===== src/rtl/mem_port_arbiter_pkg.sv =====
// mem_port_arbiter_pkg: shared types and widths for the fetch/data memory-port arbiter.
//   arb_state_e  - arbiter FSM states
//   arb_req_id_e - identity of the granted requester
//   arb_latch_t  - request fields captured at grant time
package mem_port_arbiter_pkg;

   localparam int unsigned ARB_STREAK_W = 4;
   localparam int unsigned ARB_DATA_W   = 32;
   localparam int unsigned ARB_ADDR_W   = 32;

   typedef enum logic [1:0] {ARB_IDLE, ARB_ACCESS, ARB_RESP} arb_state_e;
   typedef enum logic {REQ_FETCH, REQ_DATA} arb_req_id_e;

   typedef struct packed {
      logic [ARB_ADDR_W-1:0] addr;
      logic [ARB_DATA_W-1:0] wdata;
      logic                  we;
      logic                  err;
      arb_req_id_e           id;
   } arb_latch_t;

   // Word accesses only: any set low address bit is a misaligned data access.
   function automatic logic is_misaligned(input logic [ARB_ADDR_W-1:0] addr);
      return addr[1:0] != 2'b00;
   endfunction

endpackage


===== src/rtl/mem_port_arbiter_if.sv =====
// mem_port_arbiter_if: fetch port, data port and single-port memory bus of the arbiter.
//   slave  - arbiter view: takes requests and read data, drives acks and the memory port
//   master - environment view: drives requests and read data, observes acks and the memory port
interface mem_port_arbiter_if;
   import mem_port_arbiter_pkg::*;

   logic                  if_req;
   logic [ARB_ADDR_W-1:0] if_addr;
   logic                  if_ack;
   logic [ARB_DATA_W-1:0] if_rdata;

   logic                  d_req;
   logic                  d_we;
   logic [ARB_ADDR_W-1:0] d_addr;
   logic [ARB_DATA_W-1:0] d_wdata;
   logic                  d_ack;
   logic [ARB_DATA_W-1:0] d_rdata;
   logic                  d_err;

   logic [ARB_ADDR_W-1:0] mem_address;
   logic [ARB_DATA_W-1:0] mem_write_data;
   logic                  mem_write_enable;
   logic [ARB_DATA_W-1:0] mem_read_data;

   modport slave (
      input  if_req, if_addr, d_req, d_we, d_addr, d_wdata, mem_read_data,
      output if_ack, if_rdata, d_ack, d_rdata, d_err,
             mem_address, mem_write_data, mem_write_enable
   );

   modport master (
      output if_req, if_addr, d_req, d_we, d_addr, d_wdata, mem_read_data,
      input  if_ack, if_rdata, d_ack, d_rdata, d_err,
             mem_address, mem_write_data, mem_write_enable
   );

endinterface


===== src/rtl/mem_arb_pick.sv =====
// mem_arb_pick: combinational winner selection between fetch and data requests.
//   if_req, d_req - pending requests
//   streak        - consecutive data wins taken against a pending fetch
//   grant_valid   - some request is pending
//   grant_id      - winner; data by default, fetch once the streak reaches STARVE_LIMIT
module mem_arb_pick
   import mem_port_arbiter_pkg::*;
#(
   parameter int unsigned STARVE_LIMIT = 4
) (
   input  logic                    if_req,
   input  logic                    d_req,
   input  logic [ARB_STREAK_W-1:0] streak,
   output logic                    grant_valid,
   output arb_req_id_e             grant_id
);

   always_comb begin
      grant_valid = if_req | d_req;
      grant_id    = REQ_DATA;
      if (if_req && (!d_req || streak == ARB_STREAK_W'(STARVE_LIMIT))) begin
         grant_id = REQ_FETCH;
      end
   end

endmodule


===== src/rtl/mem_port_arbiter.sv =====
// mem_port_arbiter: shares one single-port memory between instruction fetch and load/store.
//   clk, rst_n - clock and synchronous active-low reset
//   bus        - fetch port (if_*), data port (d_*) and memory port (mem_*)
// One access per three cycles: grant in IDLE, memory access in ACCESS, ack pulse in RESP.
module mem_port_arbiter
   import mem_port_arbiter_pkg::*;
#(
   parameter int unsigned STARVE_LIMIT = 4
) (
   input  logic              clk,
   input  logic              rst_n,
   mem_port_arbiter_if.slave bus
);

   arb_state_e              state;
   logic [ARB_STREAK_W-1:0] streak;
   arb_latch_t              lat;
   logic                    if_ack_q;
   logic                    d_ack_q;
   logic                    d_err_q;
   logic [ARB_DATA_W-1:0]   if_rdata_q;
   logic [ARB_DATA_W-1:0]   d_rdata_q;

   logic                    grant_valid;
   arb_req_id_e             grant_id;
   logic                    d_mis;

   mem_arb_pick #(
      .STARVE_LIMIT (STARVE_LIMIT)
   ) u_pick (
      .if_req      (bus.if_req),
      .d_req       (bus.d_req),
      .streak      (streak),
      .grant_valid (grant_valid),
      .grant_id    (grant_id)
   );

   assign d_mis = is_misaligned(bus.d_addr);

   // Arbiter FSM, request latches, starvation streak and response registers.
   always_ff @(posedge clk) begin
      if (!rst_n) begin
         state      <= ARB_IDLE;
         streak     <= '0;
         lat        <= '0;
         if_ack_q   <= 1'b0;
         d_ack_q    <= 1'b0;
         d_err_q    <= 1'b0;
         if_rdata_q <= '0;
         d_rdata_q  <= '0;
      end else begin
         if_ack_q <= 1'b0;
         d_ack_q  <= 1'b0;
         unique case (state)
            ARB_IDLE: begin
               if (grant_valid) begin
                  lat.id <= grant_id;
                  if (grant_id == REQ_FETCH) begin
                     lat.addr <= bus.if_addr;
                     lat.we   <= 1'b0;
                     lat.err  <= 1'b0;
                  end else begin
                     lat.addr  <= bus.d_addr;
                     lat.wdata <= bus.d_wdata;
                     lat.we    <= bus.d_we & ~d_mis;
                     lat.err   <= d_mis;
                  end
                  // Streak only grows while a fetch is actually being passed over.
                  if (grant_id == REQ_FETCH || !bus.if_req) begin
                     streak <= '0;
                  end else if (streak != ARB_STREAK_W'(STARVE_LIMIT)) begin
                     streak <= streak + ARB_STREAK_W'(1);
                  end
                  state <= ARB_ACCESS;
               end
            end
            ARB_ACCESS: begin
               if (lat.id == REQ_FETCH) begin
                  if_ack_q   <= 1'b1;
                  if_rdata_q <= bus.mem_read_data;
               end else begin
                  d_ack_q   <= 1'b1;
                  d_err_q   <= lat.err;
                  // Stores and misaligned accesses return zero data.
                  d_rdata_q <= (lat.we || lat.err) ? '0 : bus.mem_read_data;
               end
               state <= ARB_RESP;
            end
            ARB_RESP: begin
               state <= ARB_IDLE;
            end
            default: begin
               state <= ARB_IDLE;
            end
         endcase
      end
   end

   // Address and data hold their latched values; only the write strobe is cycle-qualified.
   assign bus.mem_address      = lat.addr;
   assign bus.mem_write_data   = lat.wdata;
   assign bus.mem_write_enable = (state == ARB_ACCESS) && lat.we && !lat.err && rst_n;

   assign bus.if_ack   = if_ack_q;
   assign bus.if_rdata = if_rdata_q;
   assign bus.d_ack    = d_ack_q;
   assign bus.d_rdata  = d_rdata_q;
   assign bus.d_err    = d_err_q;

endmodule


===== src/flat_wrapper.sv =====
// flat-port wrapper written by rule: the top's interface ports become plain ports
module mem_port_arbiter_flat import mem_port_arbiter_pkg::*;
#(
   parameter int unsigned STARVE_LIMIT = 4
)
  (clk, rst_n, bus_if_req, bus_if_addr, bus_d_req, bus_d_we, bus_d_addr, bus_d_wdata, bus_mem_read_data, bus_if_ack, bus_if_rdata, bus_d_ack, bus_d_rdata, bus_d_err, bus_mem_address, bus_mem_write_data, bus_mem_write_enable);
  mem_port_arbiter_if bus_i ();
  input  logic clk;
  input  logic rst_n;
  input wire logic [$bits(bus_i.if_req)-1:0] bus_if_req;
  input wire logic [$bits(bus_i.if_addr)-1:0] bus_if_addr;
  input wire logic [$bits(bus_i.d_req)-1:0] bus_d_req;
  input wire logic [$bits(bus_i.d_we)-1:0] bus_d_we;
  input wire logic [$bits(bus_i.d_addr)-1:0] bus_d_addr;
  input wire logic [$bits(bus_i.d_wdata)-1:0] bus_d_wdata;
  input wire logic [$bits(bus_i.mem_read_data)-1:0] bus_mem_read_data;
  output wire logic [$bits(bus_i.if_ack)-1:0] bus_if_ack;
  output wire logic [$bits(bus_i.if_rdata)-1:0] bus_if_rdata;
  output wire logic [$bits(bus_i.d_ack)-1:0] bus_d_ack;
  output wire logic [$bits(bus_i.d_rdata)-1:0] bus_d_rdata;
  output wire logic [$bits(bus_i.d_err)-1:0] bus_d_err;
  output wire logic [$bits(bus_i.mem_address)-1:0] bus_mem_address;
  output wire logic [$bits(bus_i.mem_write_data)-1:0] bus_mem_write_data;
  output wire logic [$bits(bus_i.mem_write_enable)-1:0] bus_mem_write_enable;
  assign bus_i.if_req = bus_if_req;
  assign bus_i.if_addr = bus_if_addr;
  assign bus_i.d_req = bus_d_req;
  assign bus_i.d_we = bus_d_we;
  assign bus_i.d_addr = bus_d_addr;
  assign bus_i.d_wdata = bus_d_wdata;
  assign bus_i.mem_read_data = bus_mem_read_data;
  assign bus_if_ack = bus_i.if_ack;
  assign bus_if_rdata = bus_i.if_rdata;
  assign bus_d_ack = bus_i.d_ack;
  assign bus_d_rdata = bus_i.d_rdata;
  assign bus_d_err = bus_i.d_err;
  assign bus_mem_address = bus_i.mem_address;
  assign bus_mem_write_data = bus_i.mem_write_data;
  assign bus_mem_write_enable = bus_i.mem_write_enable;
  mem_port_arbiter #(.STARVE_LIMIT(STARVE_LIMIT)) u_core (.clk(clk), .rst_n(rst_n), .bus(bus_i));
endmodule

===== config.mk =====
export PLATFORM = sky130hd
export DESIGN_NAME = mem_port_arbiter_flat
export DESIGN_NICKNAME = d
export VERILOG_FILES = /design/src/rtl/mem_port_arbiter_pkg.sv /design/src/rtl/mem_port_arbiter_if.sv /design/src/rtl/mem_arb_pick.sv /design/src/rtl/mem_port_arbiter.sv /design/src/flat_wrapper.sv
export SDC_FILE = /design/constraint.sdc
export NUM_CORES = 1
export LEC_CHECK = 0
export CAP_MARGIN = 10
export CORE_ASPECT_RATIO = 1.4
export CORE_UTILIZATION = 42
export CTS_CLUSTER_DIAMETER = 50
export DETAILED_ROUTE_END_ITERATION = 10
export PLACE_DENSITY = 0.8
export REMOVE_ABC_BUFFERS = 1
export SYNTH_ARGS = -nofsm -noshare
export SYNTH_HDL_FRONTEND = slang
export SYNTH_SLANG_ARGS = --single-unit

===== constraint.sdc =====
create_clock -name clk -period 2.2 [get_ports clk]
set_clock_uncertainty 0.15 [all_clocks]
set_input_delay 0.33 -clock clk [delete_from_list [all_inputs] [get_ports clk]]
set_output_delay 0.33 -clock clk [all_outputs]
set_load 0.01 [all_outputs]

==> results.json <==
{
  "outcome": "finished, final reports clean",
  "gp_congestion": 0.8178,
  "ant_nets": 0,
  "synth_area_per_cell_um2": 8.345,
  "final_area_um2": 9022,
  "synth_edf_count": 0,
  "synth.top_cell.area_share": 0.4601,
  "setup_tns_ns": 0,
  "fin_cells": 1101,
  "die_area_um2": 15000,
  "core_area_um2": 14040,
  "rsz0062_at_grt": "false",
  "synth_ff_type": "dfxtp_1",
  "async_flop_share": 0,
  "cts_tree": "yes",
  "cts_hold_buf": 0,
  "clk_pin_slew_ns": 0.06,
  "crit_start": "u_core.state[0]",
  "via_per_inst": 4.919,
  "rrSetupSlack_ns": 0.47,
  "start_util": 0.4340,
  "fin_crit_sh": 0.9341,
  "ys_types": 36,
  "antenna_cells": 0,
  "num_vias": 5416,
  "regArea_um2": 2803,
  "drt_iter0_drc": 223,
  "yosysSeqAreaShare": 0.4601,
  "fillers": 1213,
  "hold_viol_final": 0,
  "synth_area_um2": 6092,
  "synth_warnings": 0,
  "timing.rr.end": "u_core.bus.mem_write_data[29]",
  "netlist_instances": 730,
  "cts_made_buffers": 17,
  "yosys-top-cells-area": "dfxtp_1, nand2_1, buf_4, a21boi_0, nand3_1",
  "pre_cts_slack_ns": 0.1215,
  "tightest_slew_ns": 0.7200,
  "place.port_buffers": 264,
  "utilization": 0.6427,
  "cts_sinks": 140,
  "setup_viol": 0,
  "drv_cap": 0,
  "reg2reg_from": "u_core.streak[0]",
  "h-tree-depth": 4,
  "post_drt_wl_per_cell_um": 14.49,
  "chipHeight_um": 144.5,
  "ys_seq_elements": 140,
  "crit_type": "register to output pin",
  "first_pass_iters": 4,
  "reg2regPathDepth": 7,
  "ios": 265,
  "antenna_found_initial": 0,
  "finalWirelength_mm": 15.96,
  "yosys.area.top_type": "dfxtp_1",
  "end_kind": "output pin",
  "drc_errors": 0,
  "vdd_drop_max_mv": 0.5448,
  "num_rows": 51,
  "critPathArrivalTime_ns": 1.57,
  "p_leak_nw": 3.295,
  "gr-total-overflow": 0,
  "multiInputGateArea_um2": 2509,
  "path_max_fanout": 6,
  "max_freq_mhz": 486.6,
  "crit_path_start_kind": "register",
  "layout.nets": 1039,
  "clock_path_buffers": 2,
  "relSlewSlack": 0.5200,
  "crit_required_ns": 1.72,
  "grt_max_degree": 174,
  "min_period_ns": 2.055,
  "area_growth_pct": 48.10,
  "p_per_area_nw_per_um2": 804.9,
  "drive_above_1_share": 0.08079,
  "grt_pass1_vias": 5105,
  "clock-root-buffer": "clkbuf_16",
  "dp_hpwl_mm": 10.50,
  "clkLatencyLatePin_ns": 0.40,
  "cp-endpoint": "bus_mem_write_enable",
  "gr-usage-all-layers": 0.2140,
  "dp.cells": 1070,
  "grt_pass1_wl_mm": 25.65,
  "hp-class": "primary input to register",
  "worst_slack_ns": 0.1451,
  "fp.dieW_um": 103.8,
  "placed_area_um2": 8356,
  "slew_viol_final": 0
}
==> where the power goes <==
| part | internal (W) | switching [W] | total [W] |
|---|---|---|---|
| Clock | 0.00214 | 0.00111 | 0.00324 |
| Combinational | 0.000663 | 0.000562 | 0.00122 |
| Sequential | 0.00271 | 0.0000894 | 0.00279 |
| Total | 0.00551 | 0.00176 | 0.00726 |
==> state kept, by name (all words and copies together), names as in the netlist <==
register and cells:
u_core.streak 4, u_core.bus.mem_address 32, u_core.bus.d_err 1, u_core.bus.if_ack 1, u_core.state 2, u_core.bus.d_ack 1
u_core.lat 3, u_core.bus.mem_write_data 32, u_core.bus.d_rdata 32, u_core.bus.if_rdata 32
==> cell usage in the layout (no fill, tap or decap), types with 2 or more instances in the layout <==
cell type        netlist  layout
nand3_1               67      67
o21ai_0                8       8
a21oi_1               44      44
ha_1                   2       2
inv_1                  2       2
buf_12                 0       6
nor2_2                 1       2
inv_6                  0       2
clkdlybuf4s50_1        0     262
a21boi_0              47      47
buf_4                 77       6
o21ai_1               58      57
clkbuf_16              0      17
and3b_1                2       2
clkinv_4               0       2
nand2b_1               2       2
nand2_1              168     168
nand4_1                3       3
dfxtp_1              140     140
and2_1                 5       5
inv_2                  2       2
a21boi_1              23      23
a21oi_2               20      20
bufinv_16              0       6
==> critical path: stages (launching register included) <==
cell,delay [ns]
dfxtp_1,0.37
nor2b_4,0.21
and2_1,0.16
and3b_1,0.14
dlygate4sd2_1,0.29
==> layout make-up <==
class                           instances  share of cell area
Timing Repair Buffer                  275              0.3099
Multi-Input combinational cell        466              0.2780
Sequential cell                       140              0.3106
Clock inverter                         13             0.02649
Inverter                                4            0.001664
Clock buffer                           18             0.04757
Tap cell                              185             0.02566
==> what timing repair did <==
item	4_1_cts	5_1_grt
buffers inserted	0	0
gates resized for setup	1	0
setup endpoints to repair	1	0
==> stage by stage <==
step | total power, W | hold WS [ns]
2_1_floorplan | 0.003300 | 0.3017
3_3_place_gp | 0.004063 | 0.2857
3_5_place_dp | 0.004078 | 0.2930
4_1_cts | 0.007347 | 0.03589
5_1_grt | 0.007583 | 0.04303
6_report | 0.007262 | 0.04714
==> per-layer routing <==
layer	track usage	routed length, um	part of all wire	vias to the layer above
li1	-	-	-	2728
met1	0.2400	6635	0.42	2465
met2	0.3857	8013	0.50	196
met3	0.05994	953	0.060	27
met4	0.08271	353	0.022	0
met5	0	0	0	-
==> worst min path at each step <==
| stage | to | cells past startpoint | startpoint | slack [ns] |
|---|---|---|---|---|
| 6_report | u_core.state[1] | 2 | rst_n | 0.05 |
| 5_1_grt | u_core.state[1] | 2 | rst_n | 0.04 |
| 4_1_cts | u_core.state[1] | 2 | rst_n | 0.04 |
| 3_5_place_dp | u_core.bus.d_rdata[15] | 2 | u_core.bus.d_rdata[15] | 0.29 |
| 3_3_place_gp | u_core.bus.d_rdata[22] | 2 | u_core.bus.d_rdata[22] | 0.29 |
| 2_1_floorplan | u_core.bus.if_ack | 1 | rst_n | 0.30 |
==> cell families after synthesis <==
| family | after synthesis | share of synthesized area |
|---|---|---|
| buf+inv | 124 | 0.1323 |
| simple gates | 258 | 0.1859 |
| flops | 140 | 0.4601 |
| mux | 1 | 0.001643 |
| fa+ha+maj | 2 | 0.004107 |
| compound gates | 205 | 0.2161 |
==> cells in the mapped netlist (2+ instances only) <==
master,n
o21ai_1,58
buf_2,11
and3b_1,2
a21oi_1,44
a21oi_2,20
buf_6,5
nand2_1,168
o21ai_0,8
dfxtp_1,140
a21boi_0,47
nor2b_1,2
buf_4,77
nand2b_1,2
ha_1,2
clkbuf_1,25
inv_1,2
nand3_1,67
a21boi_1,23
inv_2,2
buf_1,2
nand4_1,3
and2_1,5
nor2_1,2
Note: power is estimated with default switching activity, not from simulation.
